`config.mk`:
```
export PLATFORM = sky130hd
export DESIGN_NAME = uart_tx_param
export DESIGN_NICKNAME = d
export VERILOG_FILES = /design/src/rtl/uart_tx_param.sv
export SDC_FILE = /design/constraint.sdc
export NUM_CORES = 1
export LEC_CHECK = 0
export ABC_AREA = 1
export CORE_MARGIN = 2
export CORE_UTILIZATION = 55
export CTS_BUF_LIST = sky130_fd_sc_hd__clkbuf_16
export DETAILED_ROUTE_END_ITERATION = 8
export PLACE_DENSITY = 0.74
export SETUP_SLACK_MARGIN = 0.05
export SLEW_MARGIN = 10
export SYNTH_ARGS = -nofsm -noshare
export SYNTH_HDL_FRONTEND = slang
export SYNTH_SLANG_ARGS = --single-unit
```
`constraint.sdc`:
```
create_clock -name clk -period 3.45 [get_ports clk]
set_input_delay 0.345 -clock clk [delete_from_list [all_inputs] [get_ports clk]]
set_output_delay 0.345 -clock clk [all_outputs]
set_load 0.005 [all_outputs]
```
`src/rtl/uart_tx_param.sv`:
```
// Parametrised UART transmitter: frames raw words (start, LSB-first data,
// optional parity, 1-2 stop bits) at a runtime clocks-per-bit divisor.
module uart_tx_param #(
  parameter int DATA_BITS = 8,
  parameter int PARITY    = 0,
  parameter int STOP_BITS = 1,
  parameter int DIV_WIDTH = 16
) (
  input  logic                 clk,
  input  logic                 rst,
  input  logic [DIV_WIDTH-1:0] baud_div,
  input  logic                 s_valid,
  input  logic [DATA_BITS-1:0] s_data,
  output logic                 s_ready,
  output logic                 tx_out,
  output logic                 tx_busy,
  output logic                 frame_done
);

  localparam int IDX_W = $clog2(DATA_BITS);

  localparam logic [2:0] S_IDLE   = 3'd0;
  localparam logic [2:0] S_START  = 3'd1;
  localparam logic [2:0] S_DATA   = 3'd2;
  localparam logic [2:0] S_PARITY = 3'd3;
  localparam logic [2:0] S_STOP   = 3'd4;

  localparam logic [DIV_WIDTH-1:0] DIV_ONE  = DIV_WIDTH'(1);
  localparam logic [DIV_WIDTH-1:0] DIV_TWO  = DIV_WIDTH'(2);
  localparam logic [DIV_WIDTH:0]   STOP_ONE = (DIV_WIDTH + 1)'(1);
  localparam logic [IDX_W-1:0]     IDX_ONE  = IDX_W'(1);
  localparam logic [IDX_W-1:0]     LAST_IDX = IDX_W'(DATA_BITS - 1);

  logic [2:0]           state;
  logic [DIV_WIDTH-1:0] div_q;
  logic [DIV_WIDTH-1:0] baud_cnt;
  logic [DIV_WIDTH:0]   stop_cnt;
  logic [IDX_W-1:0]     bit_idx;
  logic [DATA_BITS-1:0] shreg;
  logic                 par_q;

  logic [DIV_WIDTH-1:0] div_last;
  logic [DIV_WIDTH:0]   stop_last;
  logic                 bit_end;

  assign div_last  = div_q - DIV_ONE;
  assign bit_end   = (baud_cnt == div_last);
  // Stop bits are timed as one long period so two stop bits need no extra state.
  assign stop_last = (STOP_BITS == 2) ? ({div_q, 1'b0} - STOP_ONE)
                                      : ({1'b0, div_q} - STOP_ONE);

  always_ff @(posedge clk) begin
    if (rst) begin
      state    <= S_IDLE;
      div_q    <= '0;
      baud_cnt <= '0;
      stop_cnt <= '0;
      bit_idx  <= '0;
      shreg    <= '0;
      par_q    <= 1'b0;
    end else begin
      case (state)
        S_IDLE: begin
          if (s_valid) begin
            shreg    <= s_data;
            div_q    <= (baud_div < DIV_TWO) ? DIV_TWO : baud_div;
            par_q    <= (PARITY == 1) ? ~^s_data : ^s_data;
            baud_cnt <= '0;
            bit_idx  <= '0;
            stop_cnt <= '0;
            state    <= S_START;
          end
        end
        S_START: begin
          if (bit_end) begin
            baud_cnt <= '0;
            bit_idx  <= '0;
            state    <= S_DATA;
          end else begin
            baud_cnt <= baud_cnt + DIV_ONE;
          end
        end
        S_DATA: begin
          if (bit_end) begin
            baud_cnt <= '0;
            shreg    <= shreg >> 1;
            if (bit_idx == LAST_IDX) begin
              stop_cnt <= '0;
              state    <= (PARITY != 0) ? S_PARITY : S_STOP;
            end else begin
              bit_idx <= bit_idx + IDX_ONE;
            end
          end else begin
            baud_cnt <= baud_cnt + DIV_ONE;
          end
        end
        S_PARITY: begin
          if (bit_end) begin
            baud_cnt <= '0;
            stop_cnt <= '0;
            state    <= S_STOP;
          end else begin
            baud_cnt <= baud_cnt + DIV_ONE;
          end
        end
        S_STOP: begin
          if (stop_cnt == stop_last) begin
            stop_cnt <= '0;
            state    <= S_IDLE;
          end else begin
            stop_cnt <= stop_cnt + STOP_ONE;
          end
        end
        default: state <= S_IDLE;
      endcase
    end
  end

  always_comb begin
    tx_out = 1'b1;
    case (state)
      S_START:  tx_out = 1'b0;
      S_DATA:   tx_out = shreg[0];
      S_PARITY: tx_out = par_q;
      default:  tx_out = 1'b1;
    endcase
  end

  assign s_ready    = (state == S_IDLE);
  assign tx_busy    = (state != S_IDLE);
  assign frame_done = (state == S_STOP) && (stop_cnt == stop_last);

endmodule

```
# Word level (Yosys, flattened, before mapping)
# Index checks and enable logic that the tools add are counted.
totals:
  regBits: 64
  latchBits: 0
  ramBits: 0
  rom_bits: 0
  input_bits: 27
  n_memories: 0
op_classes:
  n_addsub: 5
  mul: 0
  n_div: 0
  n_lt_le_gt_ge: 1
  eq_ne: 14
  n_shift: 0
  muxes: 26
  bitwise_logic: 0
  n_reduce_logical: 15
ops:
  columns: ["cell", "count"]
  rows:
  - ["2-to-1 mux 17 bit", 5]
  - ["case mux 17 bit (4 select lines)", 1]
  - ["2-to-1 mux 16 bit", 3]
  - ["case mux 16 bit (2 select lines)", 1]
  - ["2-to-1 mux 3 bit", 10]
  - ["adder 17 x 1 -> 17 bit, second input constant", 1]
  - ["== test 17 bit", 1]
  - ["subtractor 16 x 1 -> 17 bit, second input constant", 1]
  - ["adder 16 x 1 -> 16 bit, second input constant", 1]
  - ["== test 16 bit", 1]
  - ["less-than comparator 16 x 2 -> 1 bit, second input constant", 1]
  - ["2-to-1 mux 8 bit", 2]
  - ["case mux 8 bit (2 select lines)", 1]
  - ["subtractor 16 x 1 -> 16 bit, second input constant", 1]
  - ["case mux 3 bit (5 select lines)", 1]
  - ["inequality test 2 bit, second input constant", 7]
  - ["AND reduction 5 bit", 2]
  - ["case mux 3 bit (3 select lines)", 1]
  - ["XOR reduction 8 bit", 1]
  - ["== test 3 x 2 -> 1 bit, second input constant", 2]
  - ["== test 3 bit, second input constant", 2]
  - ["AND reduction 6 bit", 1]
  - ["nonzero test 3 bit", 2]
  - ["AND reduction 2 bit", 2]
  - ["other kinds (9)", 10]

# Depth between registers and ports, before layout
depth:
  ltp_word: 4
  depth_mapped: 20
  depth_no_buf: 19

# Worst setup path after synthesis
# Ideal clock, no wire load.
synth_path:
  kind: "reg-to-reg"
  start: "register div_q[0]"
  end: "register stop_cnt[2]"
  setup_ns: 0.128
  t_arrival_ns: 2.080
  required_time_ns: 3.322
  path_slack_ns: 1.243
  path_stages_with_launch: 18
  synth_period_minus_slack_ns: 2.207
  path_cell_list: "dfxtp_1 -> inv_2 -> ha_1 -> buf_2 -> nand2_2 -> nor2_4 -> nand2_2 -> nand2_2 -> nand3_1 -> nand2_1 -> nand2_2 -> nor2_4 -> nand3_4 -> o21ai_2 -> nand3b_4 -> buf_6 -> a21oi_2 -> nor2_1"
synth_between:
  elab_chain_cells: 4
  word_cells_on_any_way: 9
  cone_classes: "add/sub (2); eq/ne (4); mux (2); reduce/logical (1)"
synth_rtl:
  columns: ["item", "line_no", "text"]
  rows:
  - ["start, declared", "35", "logic [DIV_WIDTH-1:0] div_q;"]
  - ["start signal, assigned", "66", "div_q <= (baud_div < DIV_TWO) ? DIV_TWO : baud_div;"]
  - ["subtractor 16 x 1 -> 17 bit / subtractor 16 x 1 -> 16 bit (equally long branches)", "50, 46", null]
  - ["== test 17 bit / == test 16 bit (equally long branches)", "107, 47", null]
  - ["2-to-1 mux 17 bit / inequality test 2 bit (equally long branches)", null, null]
  - ["case mux 17 bit (4 select lines) / AND reduction 5 bit (equally long branches)", null, null]
  - ["end signal, assigned", "111", "stop_cnt <= stop_cnt + STOP_ONE;"]
  - ["end, declared", "37", "logic [DIV_WIDTH:0] stop_cnt;"]
# Several ways; a longest one is shown, not always the timed one.
# A chain may end at the register's enable or synchronous reset.

# Final worst setup path
layout_path:
  start: "register div_q[0]"
  end: "output port frame_done"
layout_between:
  elab_chain_cells: 3
layout_rtl:
  columns: ["item", "line_no", "text"]
  rows:
  - ["subtractor 16 x 1 -> 17 bit", "50", ": ({1'b0, div_q} - STOP_ONE);"]
  - ["== test 17 bit", "131", "assign frame_done = (state == S_STOP) && (stop_cnt == stop_last);"]
  - ["logical AND 1 bit", "131", null]
  - ["end, declared", "17", "output logic frame_done"]
# Every way passes these cells.

==> qor.yml <==
status: "completed"
ys_ff_latch: 64
crit_chain: "inv_2, ha_4, nand2_2, inv_1, nand2_1, nand2_1, nand2_1, nand2_1, inv_1, nor2_1, o21ai_0, nor3_1, nand3_1, nor3_2, dlymetal6s2s_1"
timing.rr.start: "div_q[3]"
dieArea_sq_um: 9160
worstMarginPinSlew_ns: 0.788
fillers: 770
drt_first_iter_violations: 330
antenna_left: 0
crit-reg2reg-capture: "stop_cnt[8]"
seqCellArea_sq_um: 1280
dp_hpwl_um: 10900
pwr_density_cell_nw_per_um2: 772
syn_nets: 780
cts-root-buf: "clkbuf_16"
routed_wl_um: 13800
htree_num_levels: 3
reg2reg_slack_ns: 0.77
num_vias: 4970
die_h_um: 95.7
hold_viol: 0
synth-warning-count: 0
drive_above_1_share_pct: 7.58
io_pins: 31
ys_seq_area_share_pct: 27.7
detailed_place.area_sq_um: 4990
place_congestion: 0.965
grt_max_degree: 53
maxSlewHeadroom_pct: 47.3
synth_cell_types: 39
fin_worst_skew_ns: 0.00843
syn-cell-area_sq_um: 4630
synth_cells: 748
critPathLaunchType: "register"
timing.final.max_slew_violations: 0
drc: 0
period_needed_ns: 2.85
dp_slack_ns: 0.328
grt_pass1_wl_um: 22000
insertedDiodeCount: 0
cp_common_cell: "nand2_1"
final_nets: 806
finalSetupTns_ns: 0
cts_buffers: 9
min_from: "shreg[4]"
antenna_found_initial: 0
cts_max_path_buffers: 2
whs_endpoint: "shreg[4]"
holdBufCountCts: 0
cp-end-kind: "primary output"
wl_per_cell_um: 15.6
grt_pass1_vias: 4543
fin_area_sq_um: 5350
cts_tree: "done"
coreArea_sq_um: 8180
worstPathRequired_ns: 3.11
port_buffers: 30
hold_depth: 2
rows: 33
synthToLayoutAreaGrowth_pct: 15.7
ir_worst_vdd_mv: 0.524
grt_setup_unrepaired: "false"
post-route-period-util_pct: 82.6
first_pass_iters: 5
start_util_pct: 56.6
timing.final.ws_setup_ns: 0.599
cp_slowest_stage_delay_ns: 0.33
critPathArrivalTime_ns: 2.51
via_per_inst: 5.63
worstPathMaxFanout: 8
multi_input_area_sq_um: 2940
total_power_w: 0.00413
die_x_um: 95.7
clkTransAtPathRegs_ns: 0.06
grt_overflow: 0
fmax_ghz: 0.351
syn_area_per_cell_sq_um: 6.18
setup_violations: 0
worst-setup-path-type: "reg -> out"
slowest_stage: "dfxtp_1"
maxCapViolCount: 0
grt_util_all_layers_pct: 31.5
leakage_nw: 2.21
cts.sinks: 64
min_path_type: "reg -> reg"
fin_util_pct: 65.4
insertion_delay_ns: 0.33
r2r_cells: 14
[cell type report]
class / instances / share of cell area [%]
Clock buffer: 9 / 4.21
Clock inverter: 6 / 1.59
Inverter: 95 / 6.67
Multi-Input combinational cell: 570 / 55.0
Sequential cell: 64 / 23.9
Tap cell: 105 / 2.46
Timing Repair Buffer: 34 / 6.13
[per-stage QoR]
step,hold WS (ns),instances
after floorplan,0.425,748
after global placement,0.438,867
after detailed placement,0.444,867
after CTS,0.451,882
after global routing,0.471,883
final,0.452,883
[cells by family (layout without fill, tap and decap cells)]
family	after synthesis	count (layout)	synth area share [%]
buf+inv	114	144	9.49
fa+ha+maj	5	5	1.35
flops	64	64	27.7
simple gates	437	437	43.6
compound gates	97	97	12.0
xor+xnor	31	31	5.87
[placed cells by master (no fill, tap or decap), types with 3 or more instances in the layout]
cell type / instances
nor2_2: 10
xor2_1: 23
inv_2: 4
nand4_1: 20
ha_1: 4
o21ai_0: 22
nand3_1: 86
xnor2_1: 7
nand3b_1: 11
nand3_2: 3
a21oi_1: 47
clkbuf_16: 9
clkdlybuf4s50_1: 28
inv_1: 89
nand2_1: 187
buf_4: 4
nand2_2: 9
nor2_1: 79
nor3_1: 14
dfxtp_1: 64
a211oi_1: 16
nor4_1: 5
[flip-flops by register name (all words and copies together) (netlist names)]
register and cells:
state 3, baud_cnt 16, par_q 1, stop_cnt 17, shreg 8, bit_idx 3, div_q 16
[critical path, delay by kind of cell, from the launching register on]
family          cells  cell delay (ns)
fa+ha+maj           1             0.20
simple gates        9             1.13
buf+inv             4             0.41
flops               1             0.33
compound gates      1             0.10
[routing by layer]
metal / global-route usage, % / share of wire (%) / vias to the layer above / wire length (um)
met1: 41.2 / 45 / 2275 / 6220
met3: 5.72 / 6.3 / 19 / 866
li1: - / - / 2510 / -
met4: 8.57 / 1.9 / 0 / 269
met2: 53.3 / 47 / 166 / 6460
met5: 0 / 0 / - / 0
[report_power, final]
| part | internal (W) | switching, W |
|---|---|---|
| registers | 0.000861 | 0.000116 |
| clock network | 0.000626 | 0.000346 |
| logic | 0.000709 | 0.00147 |
| total | 0.00220 | 0.00193 |
[repair_timing]
action | CTS | global route
setup buffers | 0 | 1
pin swaps | 0 | 4
setup endpoints to repair | 1 | 1
gates resized for setup | 2 | 6
[worst max path at each step]
| stage | cells past startpoint | slack (ns) | start | endpoint |
|---|---|---|---|---|
| floorplan | 17 | 1.24 | div_q[0] | stop_cnt[2] |
| global placement | 11 | 0.43 | div_q[0] | frame_done |
| detailed placement | 11 | 0.33 | div_q[0] | frame_done |
| CTS | 11 | 0.09 | div_q[0] | frame_done |
| global route | 13 | 0.39 | div_q[0] | frame_done |
| finish | 15 | 0.60 | div_q[0] | frame_done |
[cell usage after synthesis, drive strengths merged]
cell type    n  share of area [%]
o211ai       1               0.16
ha           5                1.4
nor4         6               0.81
nand3b      12                2.2
a211oi      16                2.6
nor2        92                8.6
a221oi       2               0.38
nand2      196                 16
a21oi       48                5.3
clkbuf      15                1.2
buf          4               0.57
inv         93                7.5
o21a         1               0.16
o21bai       2               0.32
nand4       20                2.7
nor3        16                1.8
xor2        24                4.5
o22ai        2               0.27
nor3b        1               0.16
o21ai       25                2.8
and2         2               0.27
nand3       90                 10
dfxtp       64                 28
clkinv       2               0.16
xnor2        7                1.3
and3         2               0.27
Power figures use the tool's default switching activity.
